$ cat src/rtl/gray_to_binary.sv
// Combinational Gray-to-binary decoder, the inverse of the upstream encoder.
module gray_to_binary #(
  parameter int WIDTH = 8
) (
  input  logic [WIDTH-1:0] gray,
  input  logic             unused_tie,
  output logic [WIDTH-1:0] bin
);

  // Each binary bit is the XOR of all Gray bits at or above it; written as a
  // reduction so there is no bit-to-bit combinational chain on the vector.
  for (genvar gi = 0; gi < WIDTH; gi++) begin : g_bit
    assign bin[gi] = ^gray[WIDTH-1:gi];
  end

  logic unused_ok;
  assign unused_ok = unused_tie;

endmodule

$ cat config.mk
export PLATFORM = sky130hd
export DESIGN_NAME = gray_to_binary
export DESIGN_NICKNAME = d
export VERILOG_FILES = /design/src/rtl/gray_to_binary.sv
export SDC_FILE = /design/constraint.sdc
export NUM_CORES = 1
export LEC_CHECK = 0
export ABC_CLOCK_PERIOD_IN_PS = 1400
export BUFFER_PORTS_ARGS = -buffer_cell sky130_fd_sc_hd__buf_2
export CAP_MARGIN = 20
export CORE_AREA = 2 2 39 41
export DETAILED_ROUTE_END_ITERATION = 12
export DIE_AREA = 0 0 41 43
export PLACE_DENSITY_LB_ADDON = 0.15
export SETUP_SLACK_MARGIN = 0.02
export SYNTH_ARGS = -nofsm -noshare
export SYNTH_HDL_FRONTEND = slang
export SYNTH_SLANG_ARGS = --single-unit
$ cat constraint.sdc
create_clock -name vclk -period 1.4
set_input_delay 0.21 -clock vclk [all_inputs]
set_output_delay 0.21 -clock vclk [all_outputs]
set_load 0.1 [all_outputs]
; Word level (Yosys, flattened, before mapping)
; Cells that the tools add are included.
[totals]
word_cells = 7
reg_bits = 0
in_bits = 9
out_inout_bits = 8
[op_classes]
n_reduce_logical = 7
[op_table]
columns = operator, n
row1 = $reduce_xor 8->1, 1
row2 = $reduce_xor 7->1, 1
row3 = $reduce_xor 6->1, 1
row4 = $reduce_xor 5->1, 1
row5 = $reduce_xor 4->1, 1
row6 = $reduce_xor 3->1, 1
row7 = $reduce_xor 2->1, 1

; Depth between registers and ports, before layout
; Gate-level depths: netlist of run 1.
[logic_depth]
word_depth = 1
depth_mapped = 3
depth_no_buf = 3

; Worst setup path before layout of run 1
; OpenSTA, ideal clock, no wires.
[synth_timing]
path_type = input to output
from = input gray[7]
to = output bin[3]
required_ns = 1.190
cell_stages = 3
arrival_ns = 4.042
slack_ns = -2.852
n_path_buf = 0
path_cell_list = xor3_2 > xor2_1 > xor2_1
[synth_between]
elab_chain_len = 1
[synth_lines]
columns = element, line
row1 = "start, declared", 5  ; input logic [WIDTH-1:0] gray,
row2 = $reduce_xor 5->1, 13  ; assign bin[gi] = ^gray[WIDTH-1:gi];
row3 = "end, declared", 7  ; output logic [WIDTH-1:0] bin
; Every way passes these cells.

; Worst setup path after layout of run 1
[layout_timing]
from = input gray[5]
to = output bin[0]
[layout_between]
elab_chain_len = 1
[layout_lines]
columns = element, line
row1 = $reduce_xor 8->1, 13
; Every way passes these cells.

==> impl_metrics.ini, run 1 <==
[critical_path]
end_kind = primary output
max_stage_delay_ps = 480
cp_data_required_time_ps = 1190
crit_family = XOR/XNOR gates
critical_path_buf_inv_count = 2
startpoint = gray[5]
path_cells = buf_6 -> xor3_4 -> xnor3_4 -> xnor2_4 -> buf_12
crit_fanout = 3
critPathKind = in2out
cp-start-kind = primary input
cp.arrival_ps = 1550
slowest_stage = xor3_4

[synthesis]
syn_nets = 19
seq_area_frac_synth = 0
post_synth.cell_area_avg_um2 = 12.5
yosysWarnings = 0
post_synth_num_cell_types = 6
netlist_area_um2 = 125
synthCells = 10

[run_status]
status = complete, but fails checks
violations = setup timing

[floorplan]
rows = 14
die_w_um = 41
start_util = 0.0904
die_h_um = 43
ios = 17
coreArea_um2 = 1380
die_area_um2 = 1760

[cells_and_area]
layout.nets = 43
multiInputGateArea_um2 = 198
nClkBuffers = 0
nFillCells = 142
final_cell_mix = buf_2 (7), buf_12 (7), buf_4 (6)
n_antenna_cell = 0
fin_cells = 48
design_area_um2 = 472
drive_gt1_frac = 0.938
flops_and_latches = 0
seq_area_um2 = 0
area_growth_pct = 277

[drt]
via_count = 157
drt_iter0_drc = 0
drcViolationCount = 0
drtAntennaViolNets = 0
drtPass1Iterations = 1
wl_um = 359
routedWlPerCell_um = 7.48
viasPerCell = 3.27

[timing]
slew_violations = 0
slew_headroom = 0.680
rsz0062_at_grt = yes
timing.final.ws_setup_ps = -364
period_share = 1.26
fin_crit_ps = 1760
finalSetupTns_ps = -1610
tightest_slew_ps = 484
hold_viol_final = 0
setup_viol = 5
max_freq_mhz = 567

[pwr]
clkPwrFrac = 0
cellLeakagePower_nw = 0.215
ir_drop_mv = 0.765
power_switching_w = 0.000529
p_sw_frac = 0.614
combPwrFrac = 1.000
power.density_nw_per_um2 = 1830
p_int_w = 0.000332
power_frac_seq = 0
design_power_total_w = 0.000861

[hold_path]
hold_path.class = in2out
min_from = gray[1]

[place]
placed_cells = 47
io_buffers = 16
placed_area_um2 = 448
place_ws_ps = -450
gp_congestion = 0.518
dp.final_hpwl_um = 353

[grt]
grt.overflow.total = 0
antenna_found_initial = 0
grt_use_total = 0.0432
grt_pass1_wl_um = 572
first_global_vias = 181
grt_max_degree = 4

[cts]
postCtsHoldBufs = 0

[run]
max_cap_violations = 0
per-stage QoR:
stage	hold slack, ps	utilization
global placement	815	0.324
finish	816	0.341
CTS	821	0.341
global route	827	0.341
detailed placement	821	0.324
floorplan	626	-
what timing repair did:
action,in CTS,in global routing
endpoints found under the setup margin,5,5
hold endpoints to repair,0,0
setup buffers,1,0
cloned,0,0
pin swaps,2,0
gates resized for setup,3,0
Yosys cell counts:
| master | count | area [um^2] |
|---|---|---|
| xor2_1 | 4 | 35.0 |
| xnor3_2 | 1 | 23.8 |
| buf_4 | 1 | 7.51 |
| xnor2_1 | 2 | 17.5 |
| xnor2_2 | 1 | 16.3 |
| xor3_2 | 1 | 25.0 |
layer usage:
metal	wire length [um]	global-route usage	up-vias	share of wire
li1	-	-	72	-
met1	99	0.0386	74	0.28
met2	219	0.0969	11	0.61
met3	41	0	0	0.11
met4	0	0	0	0
met5	0	0	-	0
logic make-up after synthesis:
family    share of synthesized area
buf+inv                      0.0600
xor+xnor                      0.940
power groups by stage:
stage / Clock [W] / Sequential, W / Combinational (W)
after floorplan: 0 / 0 / 0.000552
after global placement: 0 / 0 / 0.000845
after detailed placement: 0 / 0 / 0.000847
after CTS: 0 / 0 / 0.000869
after global routing: 0 / 0 / 0.000884
final: 0 / 0 / 0.000861
final cells by class:
cell class / instances / area share
timing repair buffer: 23 / 0.538
tap: 16 / 0.0424
multi-input combinational: 9 / 0.419
worst min-delay path: stages:
cell and delay (ps):
buf_2 150, xor2_4 90, buf_12 160
worst paths after layout:
kind / endpoint / slack (ps) / depth (start not counted)
worst max-delay path: bin[0] / -360 / 5
worst min-delay path: bin[1] / 820 / 3
Power figures use the tool's default switching activity.
==> run 2, diff against run 1 <==
--- a/config.mk
+++ b/config.mk
@@ -5,14 +5,14 @@
 export SDC_FILE = /design/constraint.sdc
 export NUM_CORES = 1
 export LEC_CHECK = 0
-export ABC_CLOCK_PERIOD_IN_PS = 1400
 export BUFFER_PORTS_ARGS = -buffer_cell sky130_fd_sc_hd__buf_2
 export CAP_MARGIN = 20
 export CORE_AREA = 2 2 39 41
 export DETAILED_ROUTE_END_ITERATION = 12
 export DIE_AREA = 0 0 41 43
-export PLACE_DENSITY_LB_ADDON = 0.15
+export PLACE_DENSITY_LB_ADDON = 0.12
 export SETUP_SLACK_MARGIN = 0.02
+export SLEW_MARGIN = 20
 export SYNTH_ARGS = -nofsm -noshare
 export SYNTH_HDL_FRONTEND = slang
 export SYNTH_SLANG_ARGS = --single-unit
==> impl_metrics.ini, run 2 (same netlist as run 1, synthesis figures left out) <==
[run_status]
status = complete, but fails checks
violations = setup timing

[timing]
rsz0062_at_grt = yes
holdWs_ps = 735
max_freq_mhz = 569
fin_crit_ps = 1760
slew_violations = 0
timing.final.ws_setup_ps = -357
finalSetupTns_ps = -1590
setup_viol = 5
period_share = 1.26
slew_headroom = 0.679
hold_viol_final = 0
tightest_slew_ps = 485

[drt]
via_count = 148
drt_iter0_drc = 0
wl_um = 350
drtPass1Iterations = 1
viasPerCell = 3.15
drcViolationCount = 0
routedWlPerCell_um = 7.45
drtAntennaViolNets = 0

[pwr]
power.density_nw_per_um2 = 1850
ir_drop_mv = 0.748
cellLeakagePower_nw = 0.210

[floorplan]
rows = 14
die_h_um = 43
die_w_um = 41
ios = 17
die_area_um2 = 1760
start_util = 0.0904
coreArea_um2 = 1380

[cells_and_area]
fin_cells = 47
seq_area_um2 = 0
drive_gt1_frac = 0.935
n_antenna_cell = 0
flops_and_latches = 0
area_growth_pct = 271
layout.nets = 42
final_cell_mix = buf_2 (7), buf_12 (7), buf_4 (5)
nClkBuffers = 0

[hold_path]
holdPathStages = 3
whs_endpoint = bin[6]
hold_path.class = in2out
min_from = gray[6]

[place]
gp_congestion = 0.513
io_buffers = 16
placed_cells = 45
place_ws_ps = -441

[critical_path]
slowest_stage = xor3_4
critical_path_buf_inv_count = 2
max_stage_delay_ps = 480
cp-start-kind = primary input
cp_data_required_time_ps = 1190
path_cells = buf_6 -> xor3_4 -> xnor3_4 -> xnor2_4 -> buf_12
critPathKind = in2out
crit_fanout = 3
end_kind = primary output
crit_family = XOR/XNOR gates
cp.arrival_ps = 1550
worst-path-stages = 5

[grt]
grt_pass1_wl_um = 669
antenna_found_initial = 0
grt.overflow.total = 0
first_global_vias = 163
grt_use_total = 0.0504
grt_max_degree = 4

[run]
max_cap_violations = 0

[cts]
postCtsHoldBufs = 0
-- run 2: layer usage --
layer,vias to the layer above,part of all wire,GRT usage
met4,0,0,0
met1,67,0.30,0.0619
met2,10,0.60,0.0969
li1,71,-,-
met3,0,0.097,0
met5,-,0,0
-- run 2: worst max-delay path by stage --
stage                        from  endpoint  slack (ps)
after global placement    gray[7]    bin[0]        -440
after detailed placement  gray[7]    bin[0]        -440
after floorplan           gray[7]    bin[3]       -1050
final                     gray[5]    bin[0]        -360
after CTS                 gray[5]    bin[0]        -370
after global routing      gray[5]    bin[0]        -410
-- run 2: metrics by stage --
step           area (um^2)   util  total power, W
2_1_floorplan          205      -        0.000552
3_3_place_gp           433  0.313        0.000835
3_5_place_dp           433  0.313        0.000834
4_1_cts                460  0.333        0.000863
5_1_grt                464  0.335        0.000887
6_report               464  0.335        0.000859
-- run 2: power breakdown --
group	switching [W]	leakage [nW]	total [W]	internal, W
Sequential	0	0	0	0
Clock	0	0	0	0
Combinational	0.000528	0.210	0.000859	0.000331
-- run 2: layout make-up --
cell class	instances	area, um^2
Fill cell	140	920
Timing Repair Buffer	22	246
Multi-Input combinational cell	9	198
Tap cell	16	20.0
-- run 2: timing repair --
action | in CTS | in global routing
resized for setup | 3 | 1
pin swaps | 3 | 1
buffers inserted | 2 | 0
setup endpoints to repair | 5 | 5
==> run 3, diff against run 2 <==
--- a/config.mk
+++ b/config.mk
@@ -10,6 +10,7 @@
 export CORE_AREA = 2 2 39 41
 export DETAILED_ROUTE_END_ITERATION = 12
 export DIE_AREA = 0 0 41 43
+export GPL_TIMING_DRIVEN = 0
 export PLACE_DENSITY_LB_ADDON = 0.12
 export SETUP_SLACK_MARGIN = 0.02
 export SLEW_MARGIN = 20
==> impl_metrics.ini, run 3 (same netlist as run 1, synthesis figures left out) <==
[run_status]
status = complete, but fails checks
violations = setup timing

[drt]
drtPass1Iterations = 2
drcViolationCount = 0
routedWlPerCell_um = 8.04
via_count = 142
drtAntennaViolNets = 0
drt_iter0_drc = 1
wl_um = 362
viasPerCell = 3.16

[grt]
grt_most_used_layer = met2
first_global_vias = 167
grt.overflow.total = 0
grt_pass1_wl_um = 648
grtUsageMet2 = 0.0969
use_met3 = 0
grt_max_degree = 4
grt_util_met1 = 0.0581
antenna_found_initial = 0
grt_use_total = 0.0492

[floorplan]
start_util = 0.0904
die_w_um = 41
rows = 14
die_h_um = 43
ios = 17
coreArea_um2 = 1380
die_area_um2 = 1760

[hold_path]
min_from = gray[3]
whs_endpoint = bin[3]
hold_path.class = in2out
holdPathStages = 3

[cells_and_area]
nClkBuffers = 0
drive_gt1_frac = 0.931
flops_and_latches = 0
layout.nets = 40
area_growth_pct = 236
n_antenna_cell = 0
postLayoutCoreUtil = 0.304
fin_cells = 45
multiInputGateArea_um2 = 198
nFillCells = 141
final_common_cell = buf_2
seq_area_um2 = 0
final_cell_mix = buf_2 (8), buf_6 (4), buf_12 (4)

[pwr]
power.density_nw_per_um2 = 1960
cellLeakagePower_nw = 0.189
design_power_total_w = 0.000824
ir_drop_mv = 1.18

[timing]
timing.final.ws_setup_ps = -361
setup_viol = 5
rsz0062_at_grt = yes
hold_viol_final = 0
period_share = 1.26
fin_crit_ps = 1760
slew_headroom = 0.679
holdWs_ps = 817
slew_violations = 0
max_freq_mhz = 568
tightest_slew_ps = 485

[place]
io_buffers = 16
gp_congestion = 0.525
placed_cells = 42

[critical_path]
crit_fanout = 3
path_cells = buf_6 -> xor3_4 -> xnor3_4 -> xnor2_4 -> buf_12
worst-path-stages = 5
cp_data_required_time_ps = 1190
end_kind = primary output
slowest_stage = xor3_4
cp-start-kind = primary input
max_stage_delay_ps = 480
critPathKind = in2out
cp.arrival_ps = 1550
critical_path_buf_inv_count = 2
crit_family = XOR/XNOR gates

[run]
max_cap_violations = 0
-- run 3: repair_timing --
| action | in CTS | in global routing |
|---|---|---|
| setup endpoints to repair | 6 | 6 |
| pin swaps | 2 | 0 |
| hold buffers | 0 | 0 |
| buffers inserted | 3 | 0 |
| gates resized for setup | 24 | 1 |
| gates cloned | 0 | 0 |
-- run 3: final cells by class --
cell class | count | area share
Timing Repair Buffer | 19 | 0.464
Buffer | 1 | 0.0179
Tap cell | 16 | 0.0476
Multi-Input combinational cell | 9 | 0.470
-- run 3: metal layers --
metal | vias up | wire length [um] | share of wire
met2 | 10 | 223 | 0.62
met3 | 0 | 45 | 0.12
met4 | 0 | 0 | 0
met5 | - | 0 | 0
li1 | 66 | - | -
met1 | 66 | 92 | 0.25
-- run 3: how the worst max path moves through the flow --
| stage | from | endpoint | slack (ps) |
|---|---|---|---|
| finish | gray[5] | bin[0] | -360 |
| floorplan | gray[7] | bin[3] | -1050 |
| global route | gray[5] | bin[0] | -410 |
| CTS | gray[5] | bin[1] | -370 |
| detailed placement | gray[7] | bin[0] | -740 |
| global placement | gray[7] | bin[0] | -730 |
-- run 3: power breakdown --
group | internal, W | total (W) | switching (W)
registers | 0 | 0 | 0
clock network | 0 | 0 | 0
logic | 0.000299 | 0.000824 | 0.000525
total | 0.000299 | 0.000824 | 0.000525
-- run 3: per-stage QoR --
stage | cell area, um^2 | worst slack (ps) | TNS, ps
4_1_cts | 417 | -371 | -1620
3_3_place_gp | 305 | -725 | -2880
6_report | 420 | -361 | -1590
3_5_place_dp | 305 | -741 | -2960
2_1_floorplan | 205 | -1050 | -3900
5_1_grt | 420 | -406 | -1810
